[src/rtl/load_store_unit.sv]
// RV32I memory-stage load/store unit: aligns stores, extends loads,
// stalls the pipeline during a data-memory handshake and times out.
// Ports:
//   clk, rst        : clock, async active-high reset
//   req_valid       : memory-stage op present (held while stall=1)
//   mem_read        : op is a load
//   mem_write       : op is a store
//   funct3          : RV32I width/sign code
//   addr            : byte address from the ALU
//   wdata           : store data (rs2)
//   dmem_req        : memory request, held until dmem_ready
//   dmem_we         : 1 = write
//   dmem_addr       : word-aligned address
//   dmem_be         : byte enables
//   dmem_wdata      : lane-replicated store data
//   dmem_ready      : memory completes the request this cycle
//   dmem_rdata      : read word, valid with dmem_ready
//   load_data       : extended load result (valid with done)
//   stall           : freeze stages up to and including memory
//   done            : one-cycle completion pulse
//   err             : one-cycle fault pulse
module load_store_unit #(
  parameter int TIMEOUT = 16
) (
  input  logic        clk,
  input  logic        rst,
  input  logic        req_valid,
  input  logic        mem_read,
  input  logic        mem_write,
  input  logic [2:0]  funct3,
  input  logic [31:0] addr,
  input  logic [31:0] wdata,
  output logic        dmem_req,
  output logic        dmem_we,
  output logic [31:0] dmem_addr,
  output logic [3:0]  dmem_be,
  output logic [31:0] dmem_wdata,
  input  logic        dmem_ready,
  input  logic [31:0] dmem_rdata,
  output logic [31:0] load_data,
  output logic        stall,
  output logic        done,
  output logic        err
);

  localparam int CW = $clog2(TIMEOUT + 1);

  typedef enum logic [1:0] {
    IDLE,
    REQ,
    DONE
  } state_t;

  state_t      state_q, state_d;
  logic        we_q, we_d;
  logic [31:0] addr_q, addr_d;
  logic [3:0]  be_q, be_d;
  logic [31:0] wdata_q, wdata_d;
  logic [2:0]  f3_q, f3_d;
  logic [1:0]  lane_q, lane_d;
  logic [CW-1:0] cnt_q, cnt_d;
  logic        tmo_q, tmo_d;
  logic [31:0] ld_q, ld_d;

  logic        is_load, is_store, legal, misal;
  logic        accept, reject;
  logic [3:0]  be_n;
  logic [31:0] wd_n;
  logic [31:0] rsh;
  logic [7:0]  rbyte;
  logic [15:0] rhalf;
  logic [31:0] ext;

  always_comb begin
    is_load  = mem_read & ~mem_write;
    is_store = mem_write & ~mem_read;
    legal    = 1'b0;
    if (is_load)
      legal = funct3 inside {3'b000, 3'b001, 3'b010,
                             3'b100, 3'b101};
    else if (is_store)
      legal = funct3 inside {3'b000, 3'b001, 3'b010};
    misal = ((funct3[1:0] == 2'b01) & addr[0]) |
            ((funct3[1:0] == 2'b10) & (addr[1:0] != 2'b00));
    // legal already implies exactly one of read/write
    accept = req_valid & legal & ~misal;
    reject = req_valid & (mem_read | mem_write) & ~accept;
  end

  always_comb begin
    be_n = 4'b1111;
    wd_n = wdata;
    unique case (funct3[1:0])
      2'b00: begin
        be_n = 4'b0001 << addr[1:0];
        wd_n = {4{wdata[7:0]}};
      end
      2'b01: begin
        be_n = 4'b0011 << addr[1:0];
        wd_n = {2{wdata[15:0]}};
      end
      default: begin
        be_n = 4'b1111;
        wd_n = wdata;
      end
    endcase
  end

  always_comb begin
    rsh   = dmem_rdata >> {lane_q, 3'b000};
    rbyte = rsh[7:0];
    rhalf = lane_q[1] ? dmem_rdata[31:16] : dmem_rdata[15:0];
    unique case (f3_q)
      3'b000:  ext = {{24{rbyte[7]}}, rbyte};
      3'b001:  ext = {{16{rhalf[15]}}, rhalf};
      3'b100:  ext = {24'd0, rbyte};
      3'b101:  ext = {16'd0, rhalf};
      default: ext = dmem_rdata;
    endcase
  end

  always_comb begin
    state_d = state_q;
    we_d    = we_q;
    addr_d  = addr_q;
    be_d    = be_q;
    wdata_d = wdata_q;
    f3_d    = f3_q;
    lane_d  = lane_q;
    cnt_d   = cnt_q;
    tmo_d   = tmo_q;
    ld_d    = ld_q;
    unique case (state_q)
      IDLE: begin
        if (accept) begin
          state_d = REQ;
          we_d    = is_store;
          addr_d  = {addr[31:2], 2'b00};
          be_d    = be_n;
          wdata_d = wd_n;
          f3_d    = funct3;
          lane_d  = addr[1:0];
          cnt_d   = '0;
          tmo_d   = 1'b0;
        end
      end
      REQ: begin
        if (dmem_ready) begin
          ld_d    = we_q ? 32'd0 : ext;
          state_d = DONE;
        end else begin
          cnt_d = cnt_q + CW'(1);
          if (cnt_q == CW'(TIMEOUT - 1)) begin
            tmo_d   = 1'b1;
            ld_d    = 32'd0;
            state_d = DONE;
          end
        end
      end
      DONE: state_d = IDLE;
      default: state_d = IDLE;
    endcase
  end

  always_ff @(posedge clk or posedge rst) begin
    if (rst) begin
      state_q <= IDLE;
      we_q    <= 1'b0;
      addr_q  <= '0;
      be_q    <= '0;
      wdata_q <= '0;
      f3_q    <= '0;
      lane_q  <= '0;
      cnt_q   <= '0;
      tmo_q   <= 1'b0;
      ld_q    <= '0;
    end else begin
      state_q <= state_d;
      we_q    <= we_d;
      addr_q  <= addr_d;
      be_q    <= be_d;
      wdata_q <= wdata_d;
      f3_q    <= f3_d;
      lane_q  <= lane_d;
      cnt_q   <= cnt_d;
      tmo_q   <= tmo_d;
      ld_q    <= ld_d;
    end
  end

  // rst gates the combinational outputs so they drop immediately
  assign dmem_req   = (state_q == REQ);
  assign dmem_we    = we_q;
  assign dmem_addr  = addr_q;
  assign dmem_be    = be_q;
  assign dmem_wdata = wdata_q;
  assign load_data  = ld_q;
  assign stall      = ~rst & ((state_q == REQ) |
                              ((state_q == IDLE) & accept));
  assign done       = (state_q == DONE);
  assign err        = ~rst & (((state_q == IDLE) & reject) |
                              ((state_q == DONE) & tmo_q));

endmodule
[config.mk]
export PLATFORM = sky130hd
export DESIGN_NAME = load_store_unit
export DESIGN_NICKNAME = d
export VERILOG_FILES = /design/src/rtl/load_store_unit.sv
export SDC_FILE = /design/constraint.sdc
export NUM_CORES = 1
export LEC_CHECK = 0
export BUFFER_PORTS_ARGS = -buffer_cell sky130_fd_sc_hd__buf_2
export CAP_MARGIN = 10
export CORE_MARGIN = 2
export CORE_UTILIZATION = 44
export DETAILED_ROUTE_END_ITERATION = 7
export PLACE_DENSITY = 0.77
export REMOVE_ABC_BUFFERS = 1
export SLEW_MARGIN = 25
export SYNTH_ARGS = -nofsm -noshare
export SYNTH_HDL_FRONTEND = slang
export SYNTH_SLANG_ARGS = --single-unit
[constraint.sdc]
create_clock -name clk -period 3.6 [get_ports clk]
set_clock_uncertainty 0.15 [all_clocks]
set_input_delay 0.72 -clock clk [delete_from_list [all_inputs] [get_ports clk]]
set_output_delay 0.72 -clock clk [all_outputs]
set_load 0.05 [all_outputs]
Yosys cells after proc, flatten, opt, wreduce, memory -nomap -nowiden. Cells that the tools add are included.

Bits in registers: 112. Latch bits: 0. Memory bits (writable): 0. Memory bits (read-only): 0. Bits of input ports: 105. Output and inout bits: 105. Logic and storage cells: 86. Memories: 0.

$add $sub $neg: 1. $mul: 0. Div/mod/pow operators: 0. Order comparisons: 0. Equality and inequality tests: 16. Shifts and indexed selects: 3. Muxes and demuxes: 20. Bitwise operators: 22. Reductions and logical operators: 14.

Operators by type and width (number): 32-bit one-hot mux with 4 select lines (1); 32-bit 2-to-1 mux (3); 32-bit one-hot mux with 2 select lines (1); 32-bit by 5-bit >> shifter with 8-bit output (1); 16-bit 2-to-1 mux (1); 1-bit bitwise AND (13); 3-bit equality test (second input constant) (4); 5-bit 2-to-1 mux (2); 5-bit one-hot mux with 2 select lines (1); 4-bit one-hot mux with 2 select lines (1); 3-bit by 1-bit equality test with 1-bit output (second input constant) (2); 3-bit logical NOT (2); 2-bit 2-to-1 mux (3); 2-bit AND reduction (3); 2-bit nonzero test (3); 5-bit by 1-bit adder with 5-bit output (second input constant) (1); 5-bit by 4-bit equality test with 1-bit output (second input constant) (1); 1-bit 2-to-1 mux (5); 1-bit NOT (5); 5-bit nonzero test (1); 2-bit by 1-bit equality test with 1-bit output (second input constant) (2); 2-bit equality test (second input constant) (2); 2-bit logical NOT (2); 2-bit inequality test (second input constant) (2); other kinds (11) (14).

Depth between registers and ports, before layout.
Depth after elaboration: 11. Gate-level depth with buffers: 7. Depth with buffers taken out: 6.

Worst setup path after synthesis. No wires, ideal clock.

Path kind: input -> output. Start point: input funct3[0]. End point: output err. Arrival: 2.583 ns. Data required time: 2.730 ns. Path slack: 0.147 ns. Stages: 5. Path buffers: 1. Cell sequence: clkbuf_1 -> a21oi_1 -> o21ai_0 -> o2111ai_1 -> a211oi_1.

Longest elaborated chain between the ends: 11. Elaborated cells on any way between the ends: 22. Those cells by class: eq/ne (6); mux (2); bitwise (11); reduce/logical (3).

Ends and longest elaborated chain: start, declared (line 30) `input logic [2:0] funct3,`; 3-bit by 1-bit equality test with 1-bit output (tied with other cells) (line 79, 82); 3-bit nonzero test (line 82) `legal = funct3 inside {3'b000, 3'b001, 3'b010};`; 1-bit 2-to-1 mux (line 81) `else if (is_store)`; 1-bit 2-to-1 mux (line 78) `if (is_load)`; 1-bit bitwise AND (line 86) `accept = req_valid & legal & ~misal;`; 1-bit bitwise AND * (line 86); 1-bit NOT * (line 87) `reject = req_valid & (mem_read | mem_write) & ~accept;`; 1-bit bitwise AND * (line 87); 1-bit bitwise AND * (line 201) `assign err = ~rst & (((state_q == IDLE) & reject) |`; 1-bit bitwise OR * (line 201); 1-bit bitwise AND * (line 201); end, declared (line 43) `output logic err`.

Every way passes the cells marked *; elsewhere a longest branch is shown, timed or not.

Worst setup path in the final report.
Start point: input addr[0]. End point: output err.

Longest elaborated chain between the ends: 10. Elaborated cells on any way between the ends: 11. Those cells by class: bitwise (10); reduce/logical (1).

Ends and longest elaborated chain: start, declared (line 31) `input logic [31:0] addr,`; 2-bit nonzero test (line 84) `((funct3[1:0] == 2'b10) & (addr[1:0] != 2'b00));`; 1-bit bitwise AND (line 84); 1-bit bitwise OR * (line 83) `misal = ((funct3[1:0] == 2'b01) & addr[0]) |`; 1-bit NOT * (line 86); 1-bit bitwise AND * (line 86); 1-bit NOT * (line 87); 1-bit bitwise AND * (line 87); 1-bit bitwise AND * (line 201); 1-bit bitwise OR * (line 201); 1-bit bitwise AND * (line 201).

Marked as above.

==> results by group <==
CTS
  • Clock Latency Late Sink: 0.35 ns
  • Post-CTS Setup Repair Bufs: 0
  • H-tree levels: 3
  • Clk root buf: clkbuf_16
  • CTS buffer count: 9
  • Hold_buf cts: 0
  • Clock Sinks: 112
  • Post-CTS Resized: 0
  • Clock slew at reported path FFs: approximately 0.08 ns
  • CTS tree: done
  • CTS max path bufs: 2

Global route
  • Global-route wire length before repair: 22,100 µm
  • Vias in the first global route: roughly 4,400
  • Pin count of the biggest net entering global routing: 108
  • Grt ovf: 0
  • GRT Resource Usage Total: between 20 and 25%
  • Initial antenna violation count: 0

Power and ir drop
  • Switch share: roughly 46%
  • Flop pwr share: a little over a third
  • Worst IR Drop VDD: 0.448 mV
  • Total net switching power: between 0.002 and 0.003 W
  • Cell internal pwr: 0.00289 W
  • Clk pwr share: 20.6%
  • Leak: between 3 and 4 nW
  • Combinational Power Share: ~45%
  • Pwr/cell area: between 800 and 900 nW/µm²

Routing
  • DR pass1 iterations: 7
  • Drt drc: 14
  • Routed WL per cell: roughly 17 µm
  • Total Wirelength: around 14,000 µm
  • Drt via density: 5.33
  • Via count: 4,337
  • Initial drt markers: between 200 and 300
  • ANT nets after route: 0

Synthesis
  • Synth Register Bits: 112
  • Post-synth ARST share: 100%
  • Post-Synthesis Cells: roughly 470
  • Synthesis warning total: 0
  • Syn avg cell area: around 11 µm²
  • Seq/Total Area, Yosys: a little over half
  • Post-synth EDFFs: 0
  • Area leader, netlist: dfrtp_1
  • Synth top area share: a little over half
  • Post-synth cell types: 41
  • Synth area leaders: dfrtp_1, mux2_2, mux2i_1, o21ai_0, nand2_1
  • Synthesized area: between 5000 and 6000 µm²
  • Top FF cell, synth: dfrtp_1

Run status
  • Run status: complete, but fails checks
  • Failing checks: DRC

Die
  • I/O Pins: 210
  • Core area: 11,500 µm²
  • Die Span Y: around 110 µm
  • Die X: between 100 and 150 µm
  • # rows: 39
  • Initial core utilization: 45.3%
  • Die area: approximately 13,000 µm²

Placement
  • Final RePlAce weighted congestion: between 0.8 and 0.9
  • Port-buffer cells: roughly 210
  • HPWL after detailed placement: between 9000 and 10,000 µm
  • Placed cell count: around 800

Setup path
  • Crit Path Max Fanout: 7
  • Worst Setup Path Type: in -> out
  • Slowest stage cell, crit path: buf_2
  • Crit path top cell by count: buf_2
  • Worst EP required: 2.73 ns
  • Critical path launch point type: input pin
  • CP Cell Sequence: buf_2 > a21oi_1 > o21ai_0 > o2111ai_1 > a211oi_1 > buf_2
  • Setup crit end kind: primary output
  • Crit path largest cell delay: roughly 0.30 ns
  • Critical Path AT: 1.96 ns

Cells and area
  • Share of cells above drive strength 1: 40.9%
  • Area added between synthesis and finish: 28.2%
  • NumNets Final: 772
  • Util after Layout: 58.1%
  • Filler cell count: roughly 1,000
  • Non-Filler Instances: ~810
  • Ant diodes: 0

Timing
  • Worst slew margin: 44.6%
  • Worst-margin pin slew: ~0.83 ns
  • Final min period: around 2.8 ns
  • FMAX: ~350 MHz
  • Max-slew violation count: 0
  • RSZ-0062 raised after global routing: false
  • Final setup fails: 0
  • Final hold violation count: 0
  • Tcrit/Tclk final: roughly 80%

Hold path
  • Worst Hold Class: reg -> reg

Job
  • Max_cap viols: 0
## cells in the final DEF (no fill, tap or decap), types with 2 or more instances in the layout
cell / count
buf_2: 207
buf_4: 8
a32o_1: 8
mux2_2: 34
a22o_1: 16
ha_1: 2
clkbuf_16: 9
nor2b_1: 3
mux2_1: 11
nand3_1: 4
nand2b_1: 27
inv_6: 3
or3_1: 7
mux2i_1: 32
bufinv_16: 2
o21ai_0: 57
a21oi_1: 23
dfrtp_1: 112
nor2_1: 20
nand2_1: 49
inv_1: 8
nor3b_1: 4
conb_1: 2
## cell usage after synthesis, types with 7 or more instances
master / instances
a32o_1: 8
nor2_1: 20
nand2_1: 49
dfrtp_1: 112
clkbuf_1: 14
a22o_1: 16
mux2_2: 34
a21oi_1: 23
or3_1: 7
mux2_1: 11
inv_1: 9
o21ai_0: 57
nand2b_1: 27
mux2i_1: 32
## stage by stage
step / TNS [ns] / instance area [µm²] / total power, W / setup slack (ns) / hold WS [ns]
detailed placement: 0 / 6360 / 0.00432 / 0.720 / 0.317
finish: 0 / 6700 / 0.00539 / 0.769 / 0.328
global route: 0 / 6700 / 0.00566 / 0.668 / 0.360
floorplan: -26.06 / 5070 / 0.00366 / -0.416 / 0.313
CTS: 0 / 6690 / 0.00544 / 0.774 / 0.333
global placement: 0 / 6360 / 0.00426 / 0.816 / 0.307
## sequential cells by signal, indices dropped and copies added (netlist names)
register / count
dmem_wdata: 32
load_data: 32
dmem_addr: 30
cnt_q: 5
dmem_be: 4
f3_q: 3
lane_q: 2
state_q: 2
dmem_we: 1
tmo_q: 1
## path summary, 6_finish.rpt
| path | start | end | slack (ns) | cells past startpoint |
|---|---|---|---|---|
| max in group asynchronous | rst | dmem_wdata[29]$_DFFE_PP0P_ | 2.04 | 3 |
| hold reg to reg | dmem_wdata[18]$_DFFE_PP0P_ | dmem_wdata[18]$_DFFE_PP0P_ | 0.33 | 2 |
| min in group asynchronous | rst | dmem_we$_DFFE_PP0P_ | 0.41 | 2 |
| setup / recovery | addr[0] | err | 0.77 | 6 |
| hold / removal | dmem_wdata[18]$_DFFE_PP0P_ | dmem_wdata[18]$_DFFE_PP0P_ | 0.33 | 2 |
| setup reg to reg | lane_q[1]$_DFFE_PP0P_ | load_data[21]$_DFFE_PP0P_ | 1.33 | 4 |
## critical path, delay by kind of cell
| family | cells | cell delay, ns |
|---|---|---|
| buffers and inverters | 2 | 0.47 |
| AO/OA/AOI/OAI | 4 | 0.78 |
## logic make-up (layout without fill, tap and decap cells)
logic type                 count (synthesis)  count (layout)  synth area share [%]
buffers and inverters                     39             241                  3.67
AOI/OAI and AO/OA                        111             111                  13.8
and+or+nand+nor                          123             123                  12.0
muxes                                     78              78                  16.1
xor gates and xnor gates                   1               1                 0.168
adders and majority gates                  2               2                 0.479
DFF                                      112             112                  53.7
other                                      1               2                0.0718
## per-layer routing
| layer | vias up | share of wire [%] | global-route usage, % |
|---|---|---|---|
| met5 | - | 0 | 0 |
| met4 | 0 | 2.4 | 10.2 |
| met3 | 23 | 9.2 | 6.53 |
| met2 | 192 | 48 | 35.7 |
| met1 | 2098 | 40 | 27.4 |
| li1 | 2024 | - | - |
## layout make-up
class / instances / area (µm²) / area share, %
clock inverter: 6 / 95.1 / 1.42
sequential: 112 / 2800 / 41.9
clock buffer: 10 / 239 / 3.57
multi-input combinational: 317 / 2240 / 33.4
timing repair buffer: 216 / 1110 / 16.5
tap: 143 / 179 / 2.67
inverter: 9 / 36.3 / 0.542
## power by group through the flow
stage                     Sequential [W]  Clock, W  Combinational, W
after floorplan                  0.00313         0          0.000535
after CTS                        0.00187   0.00114           0.00243
after global placement           0.00187         0           0.00240
final                            0.00187   0.00111           0.00241
after detailed placement         0.00189         0           0.00243
after global routing             0.00192   0.00119           0.00255
Note: power is estimated with default switching activity, not from simulation.
